--- src/rtl/hazard_stall_ctrl.sv ---
// Pipeline sequencer for the 5-stage RV32I core: load-use stalls,
// redirect flushes, data-memory wait freezes and HALT drain.
module hazard_stall_ctrl #(
  parameter int LOAD_STALL_CYC = 1,
  parameter int DRAIN_CYC      = 3,
  parameter int MEM_TIMEOUT    = 15
) (
  input  logic       clk,
  input  logic       rst_n,
  input  logic [4:0] ifid_rs1,
  input  logic [4:0] ifid_rs2,
  input  logic       ifid_uses_rs2,
  input  logic       id_halt,
  input  logic [4:0] idex_rd,
  input  logic       idex_memread,
  input  logic       ex_redirect,
  input  logic       exmem_memaccess,
  input  logic       mem_ready,
  output logic       pc_write,
  output logic       ifid_write,
  output logic       ifid_flush,
  output logic       idex_write,
  output logic       idex_flush,
  output logic       exmem_write,
  output logic       memwb_flush,
  output logic       mem_req,
  output logic       halted,
  output logic       mem_err
);

  typedef enum logic [2:0] {
    RUN, LU_STALL, MEM_WAIT, DRAIN, HALTED
  } state_t;

  state_t     state, state_nx;
  logic [2:0] cnt, cnt_nx;
  logic [7:0] tmo, tmo_nx;
  logic [2:0] drain, drain_nx;
  logic       err_nx;
  logic       lu_hit;
  logic       mem_miss;
  logic       draining;

  assign lu_hit = idex_memread && (idex_rd != 5'd0) &&
                  ((idex_rd == ifid_rs1) ||
                   (ifid_uses_rs2 && (idex_rd == ifid_rs2)));
  assign mem_miss = exmem_memaccess && !mem_ready;
  // A non-zero drain count marks a wait that interrupted DRAIN
  assign draining = (drain != 3'd0);

  always_comb begin
    pc_write    = 1'b1;
    ifid_write  = 1'b1;
    ifid_flush  = 1'b0;
    idex_write  = 1'b1;
    idex_flush  = 1'b0;
    exmem_write = 1'b1;
    memwb_flush = 1'b0;
    mem_req     = 1'b0;
    halted      = 1'b0;
    state_nx    = state;
    cnt_nx      = cnt;
    tmo_nx      = tmo;
    drain_nx    = drain;
    err_nx      = mem_err;
    unique case (state)
      RUN: begin
        mem_req = exmem_memaccess;
        if (mem_miss) begin
          pc_write    = 1'b0;
          ifid_write  = 1'b0;
          idex_write  = 1'b0;
          exmem_write = 1'b0;
          memwb_flush = 1'b1;
          tmo_nx      = 8'd1;
          state_nx    = MEM_WAIT;
        end else if (ex_redirect) begin
          ifid_flush = 1'b1;
          idex_flush = 1'b1;
        end else if (id_halt) begin
          pc_write   = 1'b0;
          ifid_write = 1'b0;
          ifid_flush = 1'b1;
          drain_nx   = 3'd1;
          state_nx   = DRAIN;
        end else if (lu_hit) begin
          pc_write   = 1'b0;
          ifid_write = 1'b0;
          idex_flush = 1'b1;
          if (LOAD_STALL_CYC > 1) begin
            cnt_nx   = 3'd1;
            state_nx = LU_STALL;
          end
        end
      end
      LU_STALL: begin
        pc_write   = 1'b0;
        ifid_write = 1'b0;
        idex_flush = 1'b1;
        mem_req    = exmem_memaccess;
        if (cnt == 3'(LOAD_STALL_CYC - 1)) begin
          cnt_nx   = 3'd0;
          state_nx = RUN;
        end else begin
          cnt_nx = cnt + 3'd1;
        end
      end
      MEM_WAIT: begin
        mem_req = 1'b1;
        if (mem_ready || tmo == 8'(MEM_TIMEOUT)) begin
          if (!mem_ready) begin
            mem_req     = 1'b0;
            memwb_flush = 1'b1;
            err_nx      = 1'b1;
          end
          if (draining) begin
            pc_write   = 1'b0;
            ifid_write = 1'b0;
            ifid_flush = 1'b1;
          end
          tmo_nx   = 8'd0;
          state_nx = draining ? DRAIN : RUN;
        end else begin
          pc_write    = 1'b0;
          ifid_write  = 1'b0;
          idex_write  = 1'b0;
          exmem_write = 1'b0;
          memwb_flush = 1'b1;
          tmo_nx      = tmo + 8'd1;
        end
      end
      DRAIN: begin
        pc_write   = 1'b0;
        ifid_write = 1'b0;
        ifid_flush = 1'b1;
        mem_req    = exmem_memaccess;
        if (mem_miss) begin
          idex_write  = 1'b0;
          exmem_write = 1'b0;
          memwb_flush = 1'b1;
          tmo_nx      = 8'd1;
          state_nx    = MEM_WAIT;
        end else if (drain == 3'(DRAIN_CYC)) begin
          state_nx = HALTED;
        end else begin
          drain_nx = drain + 3'd1;
        end
      end
      HALTED: begin
        pc_write    = 1'b0;
        ifid_write  = 1'b0;
        ifid_flush  = 1'b1;
        idex_write  = 1'b0;
        idex_flush  = 1'b1;
        exmem_write = 1'b0;
        memwb_flush = 1'b1;
        halted      = 1'b1;
      end
      default: state_nx = RUN;
    endcase
    if (!rst_n) begin
      pc_write    = 1'b0;
      ifid_write  = 1'b0;
      ifid_flush  = 1'b1;
      idex_write  = 1'b0;
      idex_flush  = 1'b1;
      exmem_write = 1'b0;
      memwb_flush = 1'b1;
      mem_req     = 1'b0;
      halted      = 1'b0;
    end
  end

  always_ff @(posedge clk or negedge rst_n) begin
    if (!rst_n) begin
      state   <= RUN;
      cnt     <= 3'd0;
      tmo     <= 8'd0;
      drain   <= 3'd0;
      mem_err <= 1'b0;
    end else begin
      state   <= state_nx;
      cnt     <= cnt_nx;
      tmo     <= tmo_nx;
      drain   <= drain_nx;
      mem_err <= err_nx;
    end
  end

endmodule

--- config.mk ---
export PLATFORM = sky130hd
export DESIGN_NAME = hazard_stall_ctrl
export DESIGN_NICKNAME = d
export VERILOG_FILES = /design/src/rtl/hazard_stall_ctrl.sv
export SDC_FILE = /design/constraint.sdc
export NUM_CORES = 1
export LEC_CHECK = 0
export ABC_AREA = 1
export CAP_MARGIN = 15
export CORE_UTILIZATION = 47
export CTS_BUF_LIST = sky130_fd_sc_hd__clkbuf_4 sky130_fd_sc_hd__clkbuf_8 sky130_fd_sc_hd__clkbuf_16
export CTS_CLUSTER_DIAMETER = 200
export DETAILED_ROUTE_END_ITERATION = 10
export PLACE_DENSITY = 0.78
export SYNTH_ARGS = -nofsm -noshare
export SYNTH_HDL_FRONTEND = slang
export SYNTH_SLANG_ARGS = --single-unit
--- constraint.sdc ---
create_clock -name clk -period 1.8 [get_ports clk]
set_clock_uncertainty 0.2 [all_clocks]
set_input_delay 0.18 -clock clk [delete_from_list [all_inputs] [get_ports clk]]
set_output_delay 0.18 -clock clk [all_outputs]
set_load 0.01 [all_outputs]
### Word-level counts from Yosys, hierarchy flattened

Index checks and enable logic that the tools add are counted.

| word-level totals | value |
|---|---|
| output and inout port bits | 10 |
| register bits after elaboration | 18 |
| input port bits | 23 |
| word-level logic and storage cells | 106 |

| cells by class | value |
|---|---|
| $add $sub $neg | 3 |
| muxes and demuxes | 55 |
| equality and inequality tests | 19 |
| bitwise gates (word level) | 2 |
| reduce and logical (&&, ||, !) cells | 22 |

Operators with widths:

| cell | number |
|---|---|
| 3-bit 2-to-1 mux | 13 |
| 1-bit 2-to-1 mux | 30 |
| 8-bit 2-to-1 mux | 2 |
| 8-bit case mux with 2 select lines | 1 |
| 3-bit case mux with 5 select lines | 1 |
| 2-bit inequality test, second input constant | 7 |
| 1-bit case mux with 3 select lines | 4 |
| 6-bit AND reduction | 2 |
| 5-bit equality test | 2 |
| 3-bit by 2-bit equality test with 1-bit output, second input constant | 3 |
| 3-bit inequality test, second input constant | 3 |
| 8-bit by 1-bit adder with 8-bit output, second input constant | 1 |
| 8-bit by 4-bit equality test with 1-bit output, second input constant | 1 |
| 3-bit by 1-bit adder with 3-bit output, second input constant | 2 |
| 3-bit zero test | 2 |
| 3-bit case mux with 2 select lines | 1 |
| 2-bit OR reduction | 3 |
| 3-bit OR reduction | 2 |
| 5-bit nonzero test | 1 |
| 1-bit logical AND | 4 |
| 1-bit case mux with 2 select lines | 2 |
| 2-bit nonzero test | 2 |
| 3-bit by 1-bit equality test with 1-bit output, second input constant | 1 |
| 3-bit equality test, second input constant | 1 |
| other kinds (8) | 10 |

### Depth between registers and ports, before layout

Gate-level depths: netlist of run 1.

| depth | value |
|---|---|
| depth in word-level cells | 10 |
| depth in mapped cells | 10 |
| depth with buffers taken out | 9 |

### Least setup slack after synthesis of run 1

Ideal clock, no wire load.

| path | value |
|---|---|
| path type | register to output |
| from | register tmo[0] |
| to | output port pc_write |
| buffers on the path | 1 |
| data required time | 1420 ps |
| data arrival time | 1516 ps |
| stages on the path, launching flop included | 9 |
| setup slack | -96 ps |
| path through | dfrtp_1 > ha_1 > nand3_1 > o21ai_2 > nand3_1 > nand2_1 > inv_1 > a21oi_1 > buf_4 |

| on the way | value |
|---|---|
| word-level cells in the longest chain between the ends | 5 |

Ends and longest elaborated chain:

| element | RTL line | source |
|---|---|---|
| from (decl) | 37 | `logic [7:0] tmo, tmo_nx;` |
| from (signal assigned) | 184 | `tmo <= tmo_nx;` |
| 8-bit by 4-bit equality test with 1-bit output | 110 | `if (mem_ready \|\| tmo == 8'(MEM_TIMEOUT)) begin` |
| 1-bit logical OR | 110 |  |
| 1-bit 2-to-1 mux | - |  |
| 1-bit case mux with 3 select lines | - |  |
| 1-bit 2-to-1 mux | - |  |
| to (decl) | 19 | `output logic pc_write,` |

Every way passes these cells.

### Worst setup path in the final report of run 1

| path | value |
|---|---|
| from | input port exmem_memaccess |
| to | output port pc_write |

| on the way | value |
|---|---|
| word-level cells in the longest chain between the ends | 4 |

Ends and longest elaborated chain:

| element | RTL line | source |
|---|---|---|
| from (decl) | 17 | `input logic exmem_memaccess,` |
| 1-bit logical AND | 47 | `assign mem_miss = exmem_memaccess && !mem_ready;` |
| 1-bit 2-to-1 mux | 69 | `if (mem_miss) begin` |
| 1-bit case mux with 3 select lines | 66 | `unique case (state)` |
| 1-bit 2-to-1 mux | 161 | `if (!rst_n) begin` |

Every way passes these cells.

==> impl_metrics.toml, run 1 <==
[critical_path]
r2r_start = "state[0]"
critical_path_arrival_ps = 1730
critical_path.startpoint_type = "primary input"
crit_path_end_kind = "output port"
crit_required_ps = 1420
crit_fanout = 4
criticalPathCategory = "in -> out"
cp-startpoint = "exmem_memaccess"

[yosys]
synth.ff_latch_count = 18
synthesized_net_count = 245
post_synth_num_cell_types = 30
synthCells = 216
syn-mean-instance-area_um2 = 6.818
synth.yosys.seq_area_share_pct = 30.59
yosysWarningCount = 0
post_synth_instance_area_mm2 = 0.001473

[layout]
layout.nets = 343
area_delta_synth_final_pct = 79.52
antenna_cells = 0
layout-drive-gt1-share_pct = 42.81
mostFrequentLayoutCells = "50 x sky130_fd_sc_hd__nand2_1, 42 x sky130_fd_sc_hd__buf_4, 35 x sky130_fd_sc_hd__inv_1, 23 x sky130_fd_sc_hd__clkdlybuf4s50_1, 20 x sky130_fd_sc_hd__buf_6"
mostFrequentLayoutCell = "sky130_fd_sc_hd__nand2_1"

[cts]
clock_insertion_delay_worst_skew_ps = 300
cts.root.buffer_cell = "sky130_fd_sc_hd__clkbuf_4"
max-clock-path-buffers = 2
tritoncts = "yes"
postCtsHoldBufs = 0
cts_num_sinks = 18
h-tree-depth = 1
cts_inserted_buffers = 3
path_clk_slew_ps = 110

[die]
std_cell_rows = 19
core_region_area_mm2 = 0.002853
initial_core_util_pct = 51.62
dieArea_mm2 = 0.003361
io_pins = 33
die-width_um = 57.98
floorplan.die.height_um = 57.98

[routing]
routed_wirelength_mm = 6.679
drt-pass1-iter-count = 8
drt_iter0_markers = 179
wl_per_cell_um = 19.42
vias_per_cell = 6.073
vias_after_detailed_routing = 2089
route.detailed.drc = 6
antenna_violating_nets_remaining = 0

[timing]
worst-slew-pin-transition_ps = 318.4
setup_repair_after_global_routing_missed_its_margin = "yes"
final.setup.worst_slack_ps = -314.7
drv_slew = 0
fin_crit_ps = 2115
timing.final.hold_violations = 0
highest_clock_frequency_the_design_can_meet_mhz = 472.9
fin_crit_sh_pct = 117.5
setup_viol = 22
max-slew-margin-rel_pct = 78.55
finalHoldWorstSlack_ps = 86.19

[status]
violations = "design-rule violations, negative setup slack"
status = "finished with violations"

[grt]
groute.usage.overall_pct = 30.73
number_of_global_route_vias_before_repair = 1815
global_route.peak_usage_layer = "met2"
grt_overflow_total = 0
grt_antenna_before_repair = 0
grt_util_met2_pct = 58.78
grt_util_met3_pct = 6.027
grt_first_pass_wirelength_mm = 7.700
largest_net_degree_at_the_start_of_global_routing = 15
grt_use_met1_pct = 31.24

[power]
leakage_nw = 1.331
power_per_cell_area_mw_per_mm2 = 1375
power.ir.vdd_worst_uv = 905.3
power.total_mw = 3.636

[min_path]
hold_class = "in -> async"

[place]
place.port_buffers = 32
hpwl_detailed_mm = 3.138
place.gp.congestion = 0.9169

[job]
drv.max_cap_violation_count = 0
## final timing paths
kind                       endpoint  slack, ps  cells after the start
max                        pc_write       -310                     10
min                          tmo[4]         90                      2
max reg2reg                  tmo[0]       -190                     11
min reg2reg                 mem_err        310                      1
max in group asynchronous    tmo[6]        940                      3
min in group clk            mem_err        310                      1
## layer usage
metal  routed length (um)  part of all wire [%]
met4                  378                   5.7
met3                  563                   8.4
met5                    0                     0
met2                 3289                    49
met1                 2448                    37
## power by group
group | switching [mW] | internal [mW] | leakage (nW) | total, mW
sequential | 0.0876 | 0.494 | 0.241 | 0.582
clock | 0.134 | 0.123 | 0.0210 | 0.258
combinational | 1.51 | 1.28 | 1.07 | 2.80
total | 1.74 | 1.90 | 1.33 | 3.64
## cells in the mapped netlist (all sizes together)
| cell type | n | area share (%) |
|---|---|---|
| a21oi | 7 | 2.4 |
| a22oi | 1 | 0.51 |
| a31oi | 3 | 1.3 |
| buf | 2 | 1.0 |
| dfrtp | 18 | 31 |
| ha | 6 | 5.1 |
| inv | 44 | 11 |
| nand2 | 62 | 19 |
| nand3 | 13 | 4.8 |
| nand4 | 2 | 1.9 |
| nor2 | 27 | 8.9 |
| nor3 | 3 | 1.7 |
| o2111ai | 1 | 0.59 |
| o211ai | 2 | 1.0 |
| o21a | 2 | 1.0 |
| o21ai | 17 | 6.3 |
| o21bai | 1 | 0.51 |
| o22ai | 3 | 1.3 |
| xnor2 | 2 | 1.2 |
## cells by family (layout without fill, tap and decap cells)
logic type	after synthesis	after routing	synth area share, %
xor+xnor	2	2	1.190
compound gates	37	37	14.87
simple gates	107	107	36.02
flops	18	18	30.59
fa+ha+maj	6	6	5.098
buf+inv	46	143	12.23
## flip-flops by register name, summed over array words and instances (netlist names)
| register | flops |
|---|---|
| state | 3 |
| tmo | 8 |
| cnt | 3 |
| mem_err | 1 |
| drain | 3 |
## layout make-up
type | instances | area [um2]
clock buffers | 4 | 36.28
well taps | 31 | 38.79
repair buffers | 95 | 850.8
flip-flops and latches | 18 | 450.4
multi-input cells | 152 | 1085
inverters | 44 | 182.7
fillers | 90 | 209.0
## critical path, stage by stage
cell	delay (ps)
sky130_fd_sc_hd__clkdlybuf4s50_1	500
sky130_fd_sc_hd__inv_2	70
sky130_fd_sc_hd__nor2_4	190
sky130_fd_sc_hd__buf_12	140
sky130_fd_sc_hd__nor2_4	40
sky130_fd_sc_hd__a22oi_1	210
sky130_fd_sc_hd__nand2_1	110
sky130_fd_sc_hd__inv_1	90
sky130_fd_sc_hd__a21oi_2	60
sky130_fd_sc_hd__buf_2	140
## per-stage QoR
stage	instances	setup WS, ps	instance area (um2)	TNS, ps	utilization, %
finish	344	-314.7	2644	-2597	92.68
global route	344	-464.2	2644	-4353	92.68
CTS	335	-209.6	2349	-1809	82.32
detailed placement	320	-501.1	2156	-4066	75.57
global placement	320	-426.1	2156	-3379	75.57
floorplan	216	19.25	1476	0	-
## timing repair
| action | 4_1_cts | 5_1_grt |
|---|---|---|
| cloned | 0 | 0 |
| setup buffers | 11 | 13 |
| gates resized for setup | 59 | 62 |
| endpoints found under the setup margin | 13 | 24 |
| pin swaps | 9 | 25 |
(Power assumes the default switching activity.)
==> run 2, diff against run 1 <==
Settings changed: ABC_CLOCK_PERIOD_IN_PS set to 2060, SLEW_MARGIN set to 0.
Clock period 1.8 ns to 2.06 ns, I/O delays scaled along.
==> impl_metrics.toml, run 2 (synthesized netlist as in run 1, its figures left out) <==
[die]
floorplan.die.height_um = 57.98
die-width_um = 57.98
dieArea_mm2 = 0.003361
core_region_area_mm2 = 0.002853
initial_core_util_pct = 51.62
std_cell_rows = 19
io_pins = 33

[layout]
flip_flop_count_of_the_largest_register_all_copies_and_words_added = 8
multi_input_area_um2 = 957.2
layout-drive-gt1-share_pct = 31.96
area_delta_synth_final_pct = 53.87
seqCellArea_um2 = 450.4
layout.nets = 321
max_flop_register = "tmo"
mostFrequentLayoutCell = "sky130_fd_sc_hd__nand2_1"
num-fill-cells = 185
mostFrequentLayoutCells = "54 x sky130_fd_sc_hd__nand2_1, 39 x sky130_fd_sc_hd__inv_1, 37 x sky130_fd_sc_hd__buf_4, 23 x sky130_fd_sc_hd__clkdlybuf4s50_1"
antenna_cells = 0

[critical_path]
crit_fanout = 3
r2r_end = "state[1]"
cp-startpoint = "tmo[4]"
crit_path_end_kind = "output port"
criticalPathCategory = "reg -> out"
crit_end = "pc_write"
regToRegSetupSlack_ps = 180
ff2ff_path_depth = 11
crit_required_ps = 1650
r2r_start = "state[1]"
critical_path_arrival_ps = 1690
critical_path.startpoint_type = "register"

[timing]
worst-slew-pin-transition_ps = 314.2
max-slew-margin-rel_pct = 79.05
setup_repair_after_global_routing_missed_its_margin = "yes"
fin_crit_sh_pct = 101.8
final.setup.worst_slack_ps = -36.81
setup_viol = 2
drv_slew = 0
finalHoldWorstSlack_ps = 15.67
timing.final.hold_violations = 0
highest_clock_frequency_the_design_can_meet_mhz = 476.9
fin_crit_ps = 2097

[routing]
route.detailed.drc = 5
drt_iter0_markers = 110
vias_per_cell = 5.205
vias_after_detailed_routing = 1676
drt-pass1-iter-count = 8
routed_wirelength_mm = 4.160
wl_per_cell_um = 12.92
antenna_violating_nets_remaining = 0

[status]
violations = "design-rule violations, negative setup slack"
status = "finished with violations"

[power]
leakage_nw = 1.164
power_per_cell_area_mw_per_mm2 = 1114
power.ir.vdd_worst_uv = 697.3

[grt]
number_of_global_route_vias_before_repair = 1590
groute.usage.overall_pct = 26.35
grt_overflow_total = 0
grt_antenna_before_repair = 0
largest_net_degree_at_the_start_of_global_routing = 15
grt_first_pass_wirelength_mm = 6.775

[place]
dpl_worst_slack_ps = -251.7
hpwl_detailed_mm = 3.005
place.port_buffers = 32
place.gp.congestion = 0.8967

[cts]
path_clk_slew_ps = 110
cts_num_sinks = 18
max-clock-path-buffers = 2
cts.root.buffer_cell = "sky130_fd_sc_hd__clkbuf_4"
tritoncts = "yes"
h-tree-depth = 1
clock_insertion_delay_worst_skew_ps = 310
cts_inserted_buffers = 3
postCtsHoldBufs = 0

[job]
drv.max_cap_violation_count = 0

[min_path]
hold_class = "in -> async"
==> run 2: cell count changes in the layout (fill, tap and decap cells not counted), moves of 3 or more <==
cell and delta:
sky130_fd_sc_hd__buf_4 -5, sky130_fd_sc_hd__buf_6 -16, sky130_fd_sc_hd__o21ai_0 +4, sky130_fd_sc_hd__nor2_4 -5
sky130_fd_sc_hd__inv_1 +4, sky130_fd_sc_hd__inv_4 -3, sky130_fd_sc_hd__nand2_4 -4, sky130_fd_sc_hd__nor2_1 +3
sky130_fd_sc_hd__nand2_1 +4
==> run 2: per-stage QoR <==
stage                     cell area, um2  instances  utilization [%]  TNS [ps]  power, mW
after detailed placement            2092        312            73.33     -1262      2.065
after global placement              2092        312            73.33     -1127      2.036
after global routing                2266        322            79.43    -375.9      2.708
after CTS                           2166        317            75.92         0      2.323
after floorplan                     1473        216                -         0      1.347
final                               2266        322            79.43    -73.62      2.525
==> run 2: how the worst min path moves through the flow <==
stage          slack [ps]  cells past startpoint    start  endpoint
2_1_floorplan        -290                      0    rst_n    cnt[0]
3_3_place_gp          260                      1  mem_err   mem_err
3_5_place_dp          280                      1  mem_err   mem_err
4_1_cts                20                      2    rst_n    tmo[0]
5_1_grt                50                      2    rst_n    tmo[0]
6_report               20                      2    rst_n    tmo[0]
==> run 2: critical path: stages (launching register included) <==
cell and delay [ps]:
sky130_fd_sc_hd__dfrtp_1 410, sky130_fd_sc_hd__nor2_1 130, sky130_fd_sc_hd__nand3_2 130, sky130_fd_sc_hd__o21ai_4 190, sky130_fd_sc_hd__nand3_1 120, sky130_fd_sc_hd__nand2_1 90, sky130_fd_sc_hd__inv_1 50, sky130_fd_sc_hd__a21oi_2 130
sky130_fd_sc_hd__buf_2 140
==> run 2: power breakdown <==
part           switching [mW]  internal, mW
Combinational           0.957         0.840
Clock                   0.122         0.108
Sequential             0.0659         0.432
==> run 2: layout make-up <==
type	instances	share of cell area [%]
clock buffers	4	1.601
multi-input cells	152	42.24
flip-flops and latches	18	19.88
repair buffers	73	27.06
inverters	44	7.510
well taps	31	1.712
==> run 2: per-layer routing <==
layer  GRT usage [%]  wire, um
met3           3.125       243
met4           8.844        87
met5               0         0
met1           35.65      1852
met2           43.84      1975
==> run 2: what timing repair did <==
| item | 4_1_cts | 5_1_grt |
|---|---|---|
| endpoints found under the hold margin | 0 | 0 |
| endpoints found under the setup margin | 9 | 8 |
| setup buffers | 1 | 5 |
| pin swaps | 7 | 5 |
| gates resized for setup | 49 | 16 |
==> run 3, diff against run 2 <==
Settings changed: CORE_MARGIN set to 2, MAX_ROUTING_LAYER set to met4.
==> impl_metrics.toml, run 3 (synthesized netlist as in run 1, its figures left out) <==
[status]
status = "finished with violations"
violations = "negative setup slack"

[critical_path]
crit_path_end_kind = "output port"
criticalPathCategory = "reg -> out"
crit_fanout = 3
critical_path.startpoint_type = "register"
crit_path_cell_trace = "ha_4 > nand3_4 > o21ai_4 > nand3_1 > nand2_1 > inv_1 > a21oi_2 > buf_2"
regToRegSetupSlack_ps = 190
timing.critical_path.slowest_cell_delay_ps = 410
ff2ff_path_depth = 11
family_with_the_most_delay_on_the_worst_path = "flip-flops"
critical_path_arrival_ps = 1700
cp.buffers_inverters = 2
crit_required_ps = 1650
r2r_end = "tmo[3]"
r2r_start = "state[0]"
critical_path.slowest_cell = "sky130_fd_sc_hd__dfrtp_1"

[cts]
h-tree-depth = 1
cts_inserted_buffers = 3
path_clk_slew_ps = 120
max-clock-path-buffers = 2
clock_insertion_delay_worst_skew_ps = 300
cts.root.buffer_cell = "sky130_fd_sc_hd__clkbuf_4"
tritoncts = "yes"
cts_num_sinks = 18

[timing]
max-slew-margin-rel_pct = 79.11
highest_clock_frequency_the_design_can_meet_mhz = 475.8
setup_repair_after_global_routing_missed_its_margin = "yes"
finalHoldWorstSlack_ps = 24.25
timing.final.hold_violations = 0
fin_crit_ps = 2102
drv_slew = 0
setup_viol = 4
final.setup.worst_slack_ps = -41.85
worst-slew-pin-transition_ps = 313.3
fin_crit_sh_pct = 102.0

[grt]
groute.usage.overall_pct = 24.06
grt_overflow_total = 0
largest_net_degree_at_the_start_of_global_routing = 17
grt_first_pass_wirelength_mm = 6.285
grt_antenna_before_repair = 0
number_of_global_route_vias_before_repair = 1489

[routing]
routed_wirelength_mm = 3.976
antenna_violating_nets_remaining = 0
drt-pass1-iter-count = 4
drt_iter0_markers = 72
wl_per_cell_um = 11.87
route.detailed.drc = 0
vias_after_detailed_routing = 1609
vias_per_cell = 4.803

[die]
initial_core_util_pct = 48.64
die-width_um = 59.98
io_pins = 33
std_cell_rows = 20
core_region_area_mm2 = 0.003028
dieArea_mm2 = 0.003597
floorplan.die.height_um = 59.98

[layout]
mostFrequentLayoutCells = "54 x sky130_fd_sc_hd__nand2_1, 38 x sky130_fd_sc_hd__inv_1, 38 x sky130_fd_sc_hd__buf_4, 23 x sky130_fd_sc_hd__clkdlybuf4s50_1, 19 x sky130_fd_sc_hd__nor2_1"
antenna_cells = 0
max_flop_register = "tmo"
final_cells = 335
layout.nets = 321
flip_flop_count_of_the_largest_register_all_copies_and_words_added = 8
layout-drive-gt1-share_pct = 30.58
num-fill-cells = 246
mostFrequentLayoutCell = "sky130_fd_sc_hd__nand2_1"
area_delta_synth_final_pct = 51.06

[place]
numPlacedInstances = 325
place.gp.congestion = 0.9186
hpwl_detailed_mm = 3.027
place.port_buffers = 32

[job]
drv.max_cap_violation_count = 0

[power]
power.ir.vdd_worst_uv = 717.7
leakage_nw = 1.151
power_per_cell_area_mw_per_mm2 = 1060

[min_path]
hold_class = "in -> async"
run 3: worst max-delay path by stage:
stage | from | slack [ps] | cells after the start | endpoint
global route | tmo[0] | -100 | 8 | ifid_write
finish | tmo[1] | -40 | 8 | ifid_write
CTS | state[1] | -6 | 8 | halted
global placement | mem_ready | -240 | 6 | ifid_write
floorplan | tmo[0] | 140 | 8 | pc_write
detailed placement | idex_rd[3] | -260 | 9 | pc_write
run 3: what timing repair did:
| item | CTS | global route |
|---|---|---|
| hold buffers | 0 | 0 |
| setup endpoints to repair | 9 | 9 |
| pin swaps | 4 | 6 |
| buffers inserted | 3 | 3 |
| resized for setup | 38 | 19 |
run 3: report_power, final:
part	internal [mW]	switching, mW	total, mW
combinational	0.742	0.895	1.64
sequential	0.432	0.0661	0.498
clock	0.108	0.116	0.224
total	1.28	1.08	2.36
run 3: final cells by class:
type                            instances  area [um2]  area share, %
Tap cell                               44       55.05          2.475
Sequential cell                        18       450.4          20.25
Clock buffer                            4       36.28          1.631
Inverter                               44       172.7          7.762
Timing Repair Buffer                   73       594.3          26.72
Multi-Input combinational cell        152       915.9          41.17
run 3: per-stage QoR:
stage                     cell area (um2)  util [%]  total power [mW]  TNS, ps  setup slack [ps]
final                                2225     73.47             2.358   -104.0            -41.85
after global routing                 2225     73.47             2.547   -511.1            -97.79
after CTS                            2155     71.16             2.226   -6.264            -6.264
after detailed placement             2096     69.21             2.018    -1239            -263.5
after global placement               2096     69.21             1.979    -1146            -240.2
after floorplan                      1473         -             1.347        0             137.9
run 3: per-layer routing:
layer / vias up / routed length (um) / track usage (%)
met5: - / 0 / -
met4: 0 / 55 / 7.937
met3: 4 / 165 / 2.165
met2: 41 / 1892 / 37.73
met1: 725 / 1863 / 32.70
li1: 839 / - / -
==> RTL change 1, RTL diff (flow settings as in run 1) <==
Make the reset (`rst_n`) synchronous in one clocked block.
--- a/src/rtl/hazard_stall_ctrl.sv
+++ b/src/rtl/hazard_stall_ctrl.sv
@@ -171,7 +171,7 @@
     end
   end
 
-  always_ff @(posedge clk or negedge rst_n) begin
+  always_ff @(posedge clk) begin
     if (!rst_n) begin
       state   <= RUN;
       cnt     <= 3'd0;
Formal check against the unedited RTL: same outputs for any inputs over 10 cycles, from zero or initial values and one cycle with rst_n low; that may be too few to reach the edited logic, so the function may still have changed.
==> RTL change 1 against run 1 <==
The flow finishes with violations (setup timing). Register-to-register slack gained 0.13 ns. Design area shrank 4.4%. Wire length fell by 14%. Synthesized area is 2.2% lower. Sequential cell count unchanged. Total power decreased by 31%. Critical path depth down 1. Setup slack worse by 0.081 ns. Largest power group unchanged. Highest routed layer unchanged.
==> RTL change 1: results (changes against run 1) <==
Status
  • Outcome: finished with violations (unchanged)
  • Failing checks: setup timing (was DRC, setup timing)

Yosys
  • Synth cell types: 32 (was 30)
  • Synth Flop Type: dfxtp_1 (was dfrtp_1)
  • Commonest cells post-synth: 56 x nand2_1, 46 x inv_1, 31 x nor2_1 (was 56 x nand2_1, 39 x inv_1, 21 x nor2_1)
  • FFs w/ async S/R, synth: 0 (was 1.000)
  • Post-Synth XOR/XNOR Area: 0.01216 (was 0.01189)
  • Syn Nets: 268 (was 245)
  • Adder-cell area share of the yosys netlist: 0.05213 (was 0.05098)
  • Top post-synthesis cells by area: dfxtp_1 25%, nand2_1 15%, inv_1 12% (was dfrtp_1 31%, nand2_1 14%, inv_1 9.9%)
  • Mapped Cells: 239 (was 216)

Final layout
  • Register area: 372.9 µm² (was 450.4 µm²)
  • Multi-input logic area: 1107 µm² (was 1085 µm²)
  • Logic inverters: 48 (was 44)
  • Share of layout cells above drive strength 1: 0.4251 (was 0.4281)
  • Clock buf/inv share: 0.01436 (was 0.01372)
  • Number of multi-input logic gates: 169 (was 152)
  • Fin nets: 364 (was 343)

Worst setup path
  • FF-to-FF End: tmo[2] (was tmo[0])
  • Worst setup path endpoint: mem_req (was pc_write)
  • R2R cell count: 10 (was 11)
  • CP peak stage delay: 0.38 ns (was 0.50 ns)
  • Critical Path Start: tmo[0] (was exmem_memaccess)
  • CP arrival: 1.82 ns (was 1.73 ns)
  • Slowest stage cell, crit path: dfxtp_2 (was clkdlybuf4s50_1)
  • R2R Setup Slk: -0.06 ns (was -0.19 ns)
  • Reg-to-Reg Start: state[0] (unchanged)

Timing
  • Worst setup margin: -0.3952 ns (was -0.3147 ns)
  • Total negative slack: -2.017 ns (was -2.597 ns)
  • Slew @ Worst Pin: 0.3775 ns (was 0.3184 ns)
  • Final setup viols: 14 (was 22)

Drt
  • Pre-antenna DRT Iters: 5 (was 8)
  • DR iter-0 viols: 123 (was 179)

Global routing
  • Largest net degree at the start of global routing: 11 (was 15)
  • Vias in the first global route: 1793 (was 1815)

Pwr
  • Leakage: 1.320 nW (was 1.331 nW)
  • VDD IR max: 980.7 µV (was 905.3 µV)

Placement
  • Post-DP HPWL: 3.183 mm (was 3.138 mm)

Clocking
  • Clock Latency Late Sink: 0.31 ns
  • Post-CTS setup buffer count: 13 (was 11)

Hold path
  • Hold Crit Class: primary input to register (was primary input to async pin)
==> RTL change 1: changes by cell type after synthesis, moves of 3 or more <==
cell / run 1 / this run
nand4_1: 1 / 5
dfxtp_1: 0 / 18
dfrtp_1: 18 / 0
nor3_1: 1 / 6
o21ai_1: 4 / 0
a21oi_1: 7 / 17
o22ai_1: 3 / 0
inv_1: 39 / 46
nor2_1: 21 / 31
inv_2: 5 / 2
==> RTL change 1: how the worst min path moves through the flow <==
stage,from,end,slack [ns],cells past startpoint
finish,mem_ready,tmo[0],0.28,6
global route,mem_ready,tmo[0],0.28,6
CTS,cnt[1],cnt[1],0.29,2
detailed placement,cnt[1],cnt[1],0.27,2
global placement,cnt[1],cnt[1],0.27,2
floorplan,mem_ready,mem_err,0.24,3
==> RTL change 1: through the flow <==
stage	setup WS, ns	instance area [µm²]
finish	-0.3952	2527
global route	-0.4174	2527
detailed placement	-0.5271	2170
global placement	-0.4962	2170
floorplan	0.02693	1444
CTS	-0.2296	2328
==> RTL change 1: where the power goes <==
group          switching, mW  internal [mW]  total [mW]
clock                  0.153          0.124       0.277
sequential            0.0764          0.471       0.548
combinational          0.928          0.768        1.70
==> RTL change 1: worst min-delay path, delay by kind of cell <==
family	cells	cell delay, ns
buffers and inverters	3	0.31
and+or+nand+nor	1	0.10
AOI/OAI and AO/OA	2	0.16
==> RTL change 1: metal layers <==
metal / GRT usage / part of all wire / wire length [µm] / vias up
met3: 0.04762 / 0.061 / 348 / 41
met5: 0 / 0 / 0 / -
met1: 0.3389 / 0.37 / 2137 / 905
met4: 0.1429 / 0.065 / 374 / 0
met2: 0.5615 / 0.50 / 2870 / 118
li1: - / - / - / 945
==> RTL change 2, RTL diff (settings of run 1) <==
Without the edit above. Change the parameter `MEM_TIMEOUT` from 15 to 7.
--- a/src/rtl/hazard_stall_ctrl.sv
+++ b/src/rtl/hazard_stall_ctrl.sv
@@ -3,7 +3,7 @@
 module hazard_stall_ctrl #(
   parameter int LOAD_STALL_CYC = 1,
   parameter int DRAIN_CYC      = 3,
-  parameter int MEM_TIMEOUT    = 15
+  parameter int MEM_TIMEOUT    = 7
 ) (
   input  logic       clk,
   input  logic       rst_n,
Check against the original RTL: not equivalent (a bounded check fails within 10 cycles, from zero or initial values and one cycle with rst_n low).
==> RTL change 2 against run 1 <==
Clock power up 7%. Critical endpoint unchanged. First-iteration DRC count up 40%. Total power up 0.78%. Synthesized area down 1.7%. Setup slack worse by 0.14 ns. Wire length up 7.1%. The flow still finishes with violations (DRC, setup timing). Sequential cell count unchanged. Critical path type is now register to output port. Via count up 4.9%. Largest power group unchanged. Design area down 3.0%.
==> RTL change 2: results (changes against run 1) <==
Yosys
  • Mux cell area share after synthesis: 0 (unchanged)
  • FFs w/ async S/R, synth: 1.000 (unchanged)
  • Syn Nets: 249 (was 245)
  • Synth cell types: 32 (was 30)
  • Synth Area in Compound Gates: 0.1504 (was 0.1487)
  • Adder-cell area share of the yosys netlist: 0.05186 (was 0.05098)
  • Post-Synth XOR/XNOR Area: 0.01210 (was 0.01189)
  • Commonest cells post-synth: 54 x nand2_1, 44 x inv_1, 18 x dfrtp_1, 18 x nor2_1, 14 x nand3_1 (was 56 x nand2_1, 39 x inv_1, 21 x nor2_1)
  • Synth Flop Type: dfrtp_1 (unchanged)
  • Top post-synthesis cells by area: dfrtp_1 31%, nand2_1 14%, inv_1 11% (was dfrtp_1 31%, nand2_1 14%, inv_1 9.9%)
  • Ys Warns: 0 (unchanged)
  • Seq/Total Area, Yosys: 0.3111 (was 0.3059)

Placement
  • DP Area: 2126 µm² (was 2156 µm²)
  • IO buf count: 32 (unchanged)
  • Placer Congestion: 0.8750 (was 0.9169)
  • Post-DP HPWL: 3.031 mm (was 3.138 mm)

Global routing
  • Vias in the first global route: 1729 (was 1815)
  • Initial antenna violation count: 0 (unchanged)
  • Largest net degree at the start of global routing: 13 (was 15)
  • First-pass GRT wire length: 7.534 mm (was 7.700 mm)
  • GR Util All Layers: 0.2965 (was 0.3073)

Pwr
  • VDD IR max: 887.6 µV (was 905.3 µV)
  • Clk network pwr share: 0.076 (was 0.071)
  • Internal power: 1.871 mW (was 1.900 mW)
  • Clk. pwr: 0.277 mW (was 0.258 mW)
  • Sequential share of power: 0.165 (was 0.160)
  • Leakage: 1.326 nW (was 1.331 nW)

Drt
  • Total Wirelength: 7.151 mm (was 6.679 mm)
  • DR vias: 2192 (was 2089)
  • DRC violations left: 2 (was 6)
  • DR iter-0 viols: 250 (was 179)
  • Pre-antenna DRT Iters: 8 (unchanged)

Clocking
  • CTS Buffer Depth: 2 (unchanged)
  • H-tree lvl count: 1 (unchanged)
  • Clock transition at path regs: 0.12 ns
  • Clock Latency Late Sink: 0.32 ns (was 0.30 ns)
  • Clock Tree Root: clkbuf_4 (unchanged)
  • Total CTS buffers: 3 (unchanged)

Final layout
  • Share of layout cells above drive strength 1: 0.4013 (was 0.4281)
  • Inserted Diodes: 0 (unchanged)
  • Top reg by flops: tmo (unchanged)
  • Largest register FFs: 8 (unchanged)
  • Fin nets: 349 (was 343)

Worst setup path
  • Crit path max-delay family: flip-flops (was buffers and inverters)
  • CP arrival: 1.88 ns (was 1.73 ns)
  • Crit Path Max Fanout: 2 (was 4)
  • CP peak stage delay: 0.44 ns (was 0.50 ns)
  • Slowest stage cell, crit path: dfrtp_1 (was clkdlybuf4s50_1)

Status
  • Failing checks: DRC, setup timing (unchanged)
  • Outcome: finished with violations (unchanged)

Hold path
  • Hold Crit Class: primary input to async pin (unchanged)

Timing
  • Slew @ Worst Pin: 0.3716 ns (was 0.3184 ns)
  • Final setup viols: 19 (was 22)
  • Worst setup margin: -0.4567 ns (was -0.3147 ns)
-- RTL change 2: final cells by class --
| cell class | instances | area (µm²) |
|---|---|---|
| Sequential cell | 18 | 451.7 |
| Tap cell | 31 | 38.79 |
| Multi-Input combinational cell | 152 | 1050 |
| Inverter | 47 | 178.9 |
| Clock buffer | 4 | 36.28 |
| Fill cell | 100 | 265.3 |
| Timing Repair Buffer | 98 | 808.3 |
-- RTL change 2: path summary, 6_finish.rpt --
path                               start  endpoint  slack (ns)  depth (start not counted)
min in group clk                 mem_err   mem_err        0.31                          1
max in group asynchronous          rst_n  state[1]        0.94                          4
worst max-delay path              tmo[4]  pc_write       -0.46                          9
worst max register to register  state[0]    tmo[7]       -0.16                         11
worst min-delay path               rst_n  drain[1]        0.07                          2
worst min register to register   mem_err   mem_err        0.31                          1
-- RTL change 2: cells by family (layout without fill, tap and decap cells) --
logic type      count (synthesis)  after routing
flops                          18             18
compound gates                 39             39
fa+ha+maj                       6              6
simple gates                  105            105
xor+xnor                        2              2
buf+inv                        50            149
-- RTL change 2: timing repair --
item                                    CTS  global route
setup buffers                             8            14
endpoints found under the setup margin   10            18
cloned                                    0             0
gates resized for setup                  61            42
pin swaps                                12            18
-- RTL change 2: metal layers --
metal,track usage,routed length (µm)
met3,0.03855,811
met5,0,0
met2,0.4983,3269
met4,0.1638,544
met1,0.3660,2527
-- RTL change 2: metrics by stage --
step | TNS [ns] | std cells | worst slack [ns] | util
6_report | -3.968 | 350 | -0.4567 | 0.9062
2_1_floorplan | -0.006143 | 220 | -0.006143 | -
5_1_grt | -5.078 | 350 | -0.4884 | 0.9062
3_5_place_dp | -4.066 | 325 | -0.5330 | 0.7514
4_1_cts | -1.378 | 337 | -0.2547 | 0.8050
3_3_place_gp | -3.705 | 325 | -0.5127 | 0.7514
